**config.mk**
```make
export PLATFORM = sky130hd
export DESIGN_NAME = cache_ctrl_param
export DESIGN_NICKNAME = d
export VERILOG_FILES = /design/src/rtl/cache_ctrl_param.sv
export SDC_FILE = /design/constraint.sdc
export NUM_CORES = 1
export LEC_CHECK = 0
export BUFFER_PORTS_ARGS = -buffer_cell sky130_fd_sc_hd__buf_2
export CORE_MARGIN = 1
export CORE_UTILIZATION = 52
export CTS_CLUSTER_DIAMETER = 200
export DETAILED_ROUTE_END_ITERATION = 7
export PLACE_DENSITY = 0.76
export SETUP_SLACK_MARGIN = 0.4
export SLEW_MARGIN = 20
export SYNTH_ARGS = -nofsm -noshare
export SYNTH_HDL_FRONTEND = slang
export SYNTH_SLANG_ARGS = --single-unit
```
**constraint.sdc**
```tcl
create_clock -name CLK -period 5.8 [get_ports CLK]
set_clock_uncertainty 0.15 [all_clocks]
set_input_delay 0.87 -clock CLK [delete_from_list [all_inputs] [get_ports CLK]]
set_output_delay 0.87 -clock CLK [all_outputs]
set_load 0.02 [all_outputs]
```
**src/rtl/cache_ctrl_param.sv**
```systemverilog
// cache_ctrl_param: parametrised cache controller between a CPU load/store
// port, a tag/data cache array and a narrow external memory bus.
//   - read hits are served from the array, read misses fill with a burst of
//     DATA_W/MEM_W memory beats (beat 0 in the word's LSBs)
//   - stores are write-through with byte enables, no write-allocate; beats
//     whose byte-enable slice is all zero are never issued
// Optional build macro MEM_TIMEOUT_EN: abort a memory beat that waits
// TIMEOUT_CYC cycles, answering with RDY and ERR. Without it ERR is always 0.
//
// Handshakes:
//   CPU side : RREQ/WE are held by the requester until the one-cycle RDY
//              pulse; the pulse cycle itself never starts a new request, so
//              a requester still holding its request while RDY=1 is not
//              served twice.
//   Mem side : MREQ (with MWE, MADDR, MDOUT) is held until a cycle with
//              MRDY=1; that cycle completes the beat and MDIN is sampled in
//              it. MRDY while MREQ=0 has no effect.
// The FSM state is held in the named enum signal `state` for observation.
module cache_ctrl_param #(
  parameter int ADDR_W      = 32,
  parameter int DATA_W      = 32,
  parameter int MEM_W       = 8,
  parameter int TIMEOUT_CYC = 255
) (
  input  logic                  CLK,
  input  logic                  RST_N,
  input  logic                  RREQ,
  input  logic                  WE,
  input  logic [ADDR_W-1:0]     ADDR,
  input  logic [DATA_W-1:0]     DIN,
  input  logic [DATA_W/8-1:0]   BE,
  output logic                  RDY,
  output logic [DATA_W-1:0]     DOUT,
  output logic                  ERR,
  input  logic                  FOUND,
  input  logic [DATA_W-1:0]     CDOUT,
  output logic                  CWE,
  output logic [DATA_W-1:0]     CDIN,
  output logic [DATA_W/8-1:0]   CBE,
  output logic [ADDR_W-1:0]     MADDR,
  output logic                  MREQ,
  output logic                  MWE,
  output logic [MEM_W-1:0]      MDOUT,
  input  logic [MEM_W-1:0]      MDIN,
  input  logic                  MRDY
);

  localparam int BEATS  = DATA_W / MEM_W;
  localparam int BPB    = MEM_W / 8;
  localparam int BEAT_W = (BEATS > 1) ? $clog2(BEATS) : 1;
  localparam logic [BEAT_W-1:0] LAST_BEAT = BEAT_W'(BEATS - 1);

  typedef enum logic [2:0] {
    IDLE   = 3'd0,
    LOOKUP = 3'd1,
    MEM_RD = 3'd2,
    MEM_WR = 3'd3,
    FILL   = 3'd4,
    DONE   = 3'd5
  } state_t;

  state_t                       state;
  logic                         is_wr;
  logic [ADDR_W-1:0]            addr_r;
  logic [BEATS-1:0][MEM_W-1:0]  din_r;
  logic [BEATS-1:0][BPB-1:0]    be_r;
  logic [BEATS-1:0][MEM_W-1:0]  fill_buf;
  logic [BEAT_W-1:0]            beat;

  logic [BEATS-1:0]             beat_en;
  logic                         first_ok;
  logic [BEAT_W-1:0]            first_idx;
  logic                         next_ok;
  logic [BEAT_W-1:0]            next_idx;

`ifdef MEM_TIMEOUT_EN
  localparam int TCNT_W = $clog2(TIMEOUT_CYC + 1);
  logic [TCNT_W-1:0]            tcnt;
  logic                         err_r;
`else
  // Constant 0: without the timeout the controller never reports an error
  // and the wait limit has no effect.
  assign ERR = (TIMEOUT_CYC < 0);
`endif

  // Byte address of a given beat of the latched request; wraps mod 2^ADDR_W.
  function automatic logic [ADDR_W-1:0] beat_addr(input logic [ADDR_W-1:0] base,
                                                  input logic [BEAT_W-1:0] idx);
    return base + ADDR_W'(idx) * ADDR_W'(BPB);
  endfunction

  // Find the first enabled store beat, and the next enabled one after `beat`.
  always_comb begin
    beat_en   = '0;
    first_ok  = 1'b0;
    first_idx = '0;
    next_ok   = 1'b0;
    next_idx  = '0;
    for (int i = 0; i < BEATS; i++) begin
      beat_en[i] = |be_r[i];
    end
    // Scanning downward leaves the lowest matching index in place.
    for (int i = BEATS - 1; i >= 0; i--) begin
      if (beat_en[i]) begin
        first_ok  = 1'b1;
        first_idx = BEAT_W'(i);
      end
      if (beat_en[i] && (i > int'(beat))) begin
        next_ok  = 1'b1;
        next_idx = BEAT_W'(i);
      end
    end
  end

  // Controller FSM with all outputs registered.
  always_ff @(posedge CLK or negedge RST_N) begin
    if (!RST_N) begin
      state    <= IDLE;
      is_wr    <= 1'b0;
      addr_r   <= '0;
      din_r    <= '0;
      be_r     <= '0;
      fill_buf <= '0;
      beat     <= '0;
      RDY      <= 1'b0;
      DOUT     <= '0;
      CWE      <= 1'b0;
      CDIN     <= '0;
      CBE      <= '0;
      MADDR    <= '0;
      MREQ     <= 1'b0;
      MWE      <= 1'b0;
      MDOUT    <= '0;
`ifdef MEM_TIMEOUT_EN
      ERR      <= 1'b0;
      tcnt     <= '0;
      err_r    <= 1'b0;
`endif
    end else begin
      // Strobes are single-cycle unless re-asserted below.
      RDY <= 1'b0;
      CWE <= 1'b0;
`ifdef MEM_TIMEOUT_EN
      ERR <= 1'b0;
`endif
      case (state)
        IDLE: begin
`ifdef MEM_TIMEOUT_EN
          err_r <= 1'b0;
`endif
          // The RDY cycle belongs to the request just finished.
          if (!RDY) begin
            if (WE) begin
              is_wr  <= 1'b1;
              addr_r <= ADDR;
              din_r  <= DIN;
              be_r   <= BE;
              state  <= LOOKUP;
            end else if (RREQ) begin
              is_wr  <= 1'b0;
              addr_r <= ADDR;
              state  <= LOOKUP;
            end
          end
        end

        LOOKUP: begin
`ifdef MEM_TIMEOUT_EN
          tcnt <= '0;
`endif
          if (!is_wr) begin
            if (FOUND) begin
              DOUT  <= CDOUT;
              state <= DONE;
            end else begin
              beat  <= '0;
              MADDR <= addr_r;
              MREQ  <= 1'b1;
              MWE   <= 1'b0;
              state <= MEM_RD;
            end
          end else begin
            // Write-through: update the array only on a hit.
            if (FOUND) begin
              CWE  <= 1'b1;
              CDIN <= din_r;
              CBE  <= be_r;
            end
            beat <= first_idx;
            if (first_ok) begin
              MADDR <= beat_addr(addr_r, first_idx);
              MDOUT <= din_r[first_idx];
              MREQ  <= 1'b1;
              MWE   <= 1'b1;
              state <= MEM_WR;
            end else begin
              state <= DONE;
            end
          end
        end

        MEM_RD: begin
          if (MRDY) begin
            fill_buf[beat] <= MDIN;
`ifdef MEM_TIMEOUT_EN
            tcnt <= '0;
`endif
            if (beat == LAST_BEAT) begin
              MREQ  <= 1'b0;
              state <= FILL;
            end else begin
              beat  <= beat + 1'b1;
              MADDR <= MADDR + ADDR_W'(BPB);
            end
          end
`ifdef MEM_TIMEOUT_EN
          else if (tcnt == TCNT_W'(TIMEOUT_CYC - 1)) begin
            // This is the TIMEOUT_CYC-th cycle of waiting: give up, no fill.
            MREQ  <= 1'b0;
            err_r <= 1'b1;
            state <= DONE;
          end else begin
            tcnt <= tcnt + 1'b1;
          end
`endif
        end

        MEM_WR: begin
          if (MRDY) begin
`ifdef MEM_TIMEOUT_EN
            tcnt <= '0;
`endif
            if (next_ok) begin
              beat  <= next_idx;
              MADDR <= beat_addr(addr_r, next_idx);
              MDOUT <= din_r[next_idx];
            end else begin
              MREQ  <= 1'b0;
              MWE   <= 1'b0;
              state <= DONE;
            end
          end
`ifdef MEM_TIMEOUT_EN
          else if (tcnt == TCNT_W'(TIMEOUT_CYC - 1)) begin
            MREQ  <= 1'b0;
            MWE   <= 1'b0;
            err_r <= 1'b1;
            state <= DONE;
          end else begin
            tcnt <= tcnt + 1'b1;
          end
`endif
        end

        FILL: begin
          // Whole-line write of the assembled little-endian word.
          CWE   <= 1'b1;
          CBE   <= '1;
          CDIN  <= fill_buf;
          DOUT  <= fill_buf;
          state <= DONE;
        end

        DONE: begin
          RDY   <= 1'b1;
`ifdef MEM_TIMEOUT_EN
          ERR   <= err_r;
`endif
          state <= IDLE;
        end

        default: state <= IDLE;
      endcase
    end
  end

endmodule
```
; ---- Word level (Yosys, flattened, before mapping)
; Cells that the tools add are included.
[word_totals]
reg_bits = 218
inputBits = 114
out_inout_bits = 113
elab_cells = 157
[classes]
muxes = 80
n_addsub = 4
n_reduce_logical = 20
magnitude_cmp = 7
bitwise_logic = 1
eq_ne = 20
[ops]
columns = cell, n
row1 = 32-bit two-way mux, 13
row2 = 32-bit one-hot mux with 2 select lines, 2
row3 = 32-bit one-hot mux with 3 select lines, 1
row4 = 32-bit by 2-bit adder with 32-bit output, 2
row5 = 8-bit two-way mux, 7
row6 = "32-bit by 1-bit adder with 32-bit output, second input constant", 1
row7 = 8-bit binary-select mux with 2-bit select, 2
row8 = 32-bit bitwise mux, 1
row9 = 3-bit two-way mux, 10
row10 = 2-bit two-way mux, 13
row11 = "2-bit != test, second input constant", 11
row12 = 1-bit two-way mux, 21
row13 = 8-bit demux with 2-bit select, 1
row14 = 8-bit one-hot mux with 2 select lines, 1
row15 = 3-bit one-hot mux with 5 select lines, 1
row16 = 7-bit AND reduction, 2
row17 = 3-bit AND reduction, 4
row18 = 6-bit AND reduction, 2
row19 = 5-bit AND reduction, 2
row20 = "2-bit by 3-bit < comparator with 1-bit output, second input constant", 3
row21 = "3-bit != test, second input constant", 3
row22 = 4-bit two-way mux, 2
row23 = 4-bit one-hot mux with 2 select lines, 1
row24 = "3-bit by 2-bit equality test with 1-bit output, second input constant", 2
row25 = other kinds (16), 24

; ---- Logic depth before layout (Yosys ltp)
[logic_depth]
depth_word = 10
depth_mapped = 15
mapped_depth_nobuf = 14

; ---- Worst setup path after synthesis
; No wires, ideal clock.
[synth_timing]
path_kind = reg2reg
startpoint = register beat[0]
endpoint = register MADDR[24]
arrival_ns = 3.214
setup_time_ns = 0.126
path_buffers = 1
stages_incl_launch_ff = 15
period_less_slack_ns = 3.490
path_slack_ns = 2.310
required_ns = 5.524
cell_sequence = dfrtp_1 > ha_1 > or2b_1 > clkbuf_1 > nand2b_1 > nand2_1 > ha_1 > inv_1 > fa_1 > nand3b_1 > mux2i_1 > nand2_1 > o21ai_0 > o31ai_1 > a221o_1
[synth_between]
elab_chain_cells = 9
elab_cells_between_ends = 20
classes_between = 1 x add/sub / 3 x order compare / 3 x eq/ne / 9 x mux / 4 x reduce/logical
[synth_lines]
columns = element, line_no
row1 = from (decl), 68  ; logic [BEAT_W-1:0] beat;
row2 = from (signal assigned), 189  ; beat <= first_idx;
row3 = from (signal assigned), 212  ; beat <= beat + 1'b1;
row4 = from (signal assigned), 234  ; beat <= next_idx;
row5 = 2-bit > comparator, 108  ; if (beat_en[i] && (i > int'(beat))) begin
row6 = 1-bit logical AND, 108
row7 = 2-bit two-way mux (3 in a row), 108
row8 = 32-bit by 2-bit adder with 32-bit output, 89  ; return base + ADDR_W'(idx) * ADDR_W'(BPB);
row9 = 32-bit two-way mux, 233  ; if (next_ok) begin
row10 = 32-bit two-way mux, 229  ; if (MRDY) begin
row11 = 32-bit one-hot mux with 3 select lines, 146  ; case (state)
row12 = to (signal assigned), 177  ; MADDR <= addr_r;
row13 = to (signal assigned), 191  ; MADDR <= beat_addr(addr_r, first_idx);
row14 = to (signal assigned), 235  ; MADDR <= beat_addr(addr_r, next_idx);
row15 = to (decl), 40  ; output logic [ADDR_W-1:0] MADDR,
; Several ways; a longest one is shown, not always the timed one. The select of a mux whose other input is x is not followed.
; A chain may end at the register's enable or synchronous reset.

; ---- Final worst setup path
; Same ends and word-level chain as after synthesis.

==> results.yml <==
outcome:
  status: "finished with violations"
  violations: "design-rule violations"
synth:
  yosys-top-cells-area: "dfrtp_1 (46%), mux2_2 (10%), a21oi_1 (7.9%), nor2_1 (3.8%), mux2i_1 (2.6%)"
  syn_nets: 1356
  synth.most_common_cell: "dfrtp_1"
  async_flop_share_pct: 100
  ys_seq_elements: 218
  avgSynthCellArea_um2: 9.54
  ys_types: 69
  ys.flop_type: "dfrtp_1"
  yosysWarnings: 0
  yosys.area.top_type: "dfrtp_1"
  yosys.area.top_type_share_pct: 46.5
  syn_inst: 1231
  synth_common_cells: "dfrtp_1 (218), a21oi_1 (185), nor2_1 (120)"
  syn_area_um2: 11700
  synth_edf_count: 0
  synth_seq_area_share_pct: 46.5
job:
  maxCapViolations: 0
floorplan:
  core-area_um2: 22000
  io_pins: 227
  fp-row-count: 54
  initial_core_util_pct: 53.5
  dieArea_um2: 23200
  dieWidth_um: 152
  chipHeight_um: 152
worst_setup_path:
  crit_type: "flop to flop"
  cp_slowest_cell: "or3b_2"
  crit_required_ps: 6060
  r2r_slack_ps: 1840
  cp-end-kind: "flop"
  setup.worst_path.start_class: "flop"
  worst_ep_arrival_time_ps: 4230
  crit_chain: "inv_1, ha_1, or3b_2, a21oi_1, inv_1, fa_1, nand3b_1, mux2i_1, nand2_1, o21ai_0, o31ai_1, a221o_1"
  crit_fanout: 20
  slowest_delay_ps: 660
  worst_path_most_repeated_cell: "inv_1"
final_layout:
  final_area_um2: 13900
  area_growth_pct: 18.0
  final_core_util_pct: 63.1
  layout.nets: 1535
  finalNonFillerCells: 1709
  drive_above_1_share_pct: 28.2
global_route:
  grt_max_degree: 116
  grt_pass1_wl_um: 59200
  grt_overflow: 0
  grt_antenna_before_repair: 1
  first_global_vias: 10500
  grt_usage_pct: 32.4
sta:
  report.final.slew_viol_count: 0
  worst_pin_slew_ps: 981
  fmax_ghz: 0.252
  hold_ws_ps: 237
  setup_viol: 0
  setup_tns_ps: 0
  rsz0062_at_grt: "false"
  slew_headroom_pct: 34.2
  period_share_pct: 68.3
  finalHoldViolCount: 0
  fin_crit_ps: 3960
pwr:
  power_density_nw_per_um2: 646
  switching_share_pct: 45.5
  pwr-share-clk_pct: 17.5
  internal_power_mw: 4.87
  power_frac_seq_pct: 36.1
  switchingPower_mw: 4.08
  peakVddDrop_mv: 0.336
  comb_power_share_pct: 46.4
  leakage_nw: 6.13
placed_design:
  numPortBuffers: 225
  placedInstanceArea_um2: 13000
  dp_cells: 1664
  place_hpwl_um: 27000
  gp_congestion: 0.946
drt:
  ant_nets: 0
  vias: 10800
  drc: 8
  drt_iter0_drc: 1227
  avgRoutedWirePerCell_um: 21.9
  routed_via_density: 6.32
  finalWirelength_um: 37500
  drtPass1Iterations: 8
worst_hold_path:
  hp-class: "primary input to asynchronous set/reset pin"
clock_tree:
  cts_resized: 0
  clockBufferDepth: 3
  cts_made_buffers: 24
  ctsHtreeMaxLevel: 1
  path_clk_slew_ps: 60
  clock-sinks: 218
  cts_tree: "yes"
  cts_setup_buffers: 0
  hold_buffers: 0
  clkLatencyLatePin_ps: 530
  root_buffer: "clkbuf_16"
layout make-up:
type	instances	area, µm²
multi-input cells	905	5890
well taps	280	350
flip-flops and latches	218	5460
repair buffers	241	1260
fillers	1813	8110
clock inverters	13	131
diodes	1	2.50
clock buffers	31	687
inverters	20	75.1
through the flow:
stage               setup WS, ps  power, mW
finish                      1840       8.95
global route                1550       9.49
CTS                         1850       8.89
detailed placement          1870       7.28
global placement            1960       7.17
floorplan                   2310       5.92
cell usage in the layout, fill, tap and decap left out, types with 8 or more instances in the layout:
cell       instances
a21o_1            16
a21oi_1          183
a221oi_1          11
a31oi_1           12
and2_1            37
and3_1             9
and4_1             8
buf_2            224
buf_4             16
clkbuf_16         24
clkinv_2           8
dfrtp_1          218
ha_1               9
inv_1             20
mux2_2           104
mux2i_1           30
nand2_1           70
nand3_1           33
nand4_1           34
nor2_1           119
nor3_1            19
nor4_1            16
o211ai_1          15
o21ai_0           60
o22ai_1            8
xor2_1            12
final timing paths:
path / start / to / cells after the start
max reg2reg: beat[0] / MADDR[24] / 12
max in group asynchronous: RST_N / DOUT[19] / 2
min: RST_N / MADDR[27] / 1
max: beat[0] / MADDR[24] / 12
min reg2reg: MDOUT[4] / MDOUT[4] / 1
min in group CLK: MDOUT[4] / MDOUT[4] / 1
sequential cells by signal, indices dropped and copies added, names as in the netlist, 3 cells and up:
signal / cells
CBE: 4
state: 3
MADDR: 32
addr_r: 32
MDOUT: 8
DOUT: 32
din_r: 32
fill_buf: 32
be_r: 4
CDIN: 32
power by group through the flow:
stage                     combinational [mW]  sequential, mW  clock (mW)
after floorplan                         2.68            3.23           0
after global placement                  4.00            3.16           0
after detailed placement                4.08            3.20           0
after CTS                               4.12            3.19        1.58
after global routing                    4.52            3.33        1.64
final                                   4.15            3.23        1.57
worst max-delay path: cells and delay by family (launching register included):
kind	cells	cell delay [ps]
simple gates	3	1140
fa+ha+maj	2	710
compound gates	4	890
mux	1	330
buf+inv	2	200
flops	1	430
logic make-up (layout without fill, tap and decap cells):
group,after synthesis,in the layout,synth area share [%]
AO/OA/AOI/OAI,359,359,18.2
XOR/XNOR,19,19,1.42
adder cells (fa/ha/maj),11,11,1.30
buffers and inverters,108,305,3.77
flip-flops,218,218,46.5
multiplexers,134,134,12.5
other,1,2,0.0319
AND/OR/NAND/NOR,381,381,16.3
metal layers:
layer / up-vias / track usage (%) / part of all wire [%]
met5: - / 0 / 0
li1: 4866 / - / -
met2: 535 / 50.2 / 46
met4: 0 / 11.1 / 3.5
met1: 5311 / 45.2 / 42
met3: 88 / 6.80 / 8.7
No activity file was read; power rests on OpenSTA's default activity.
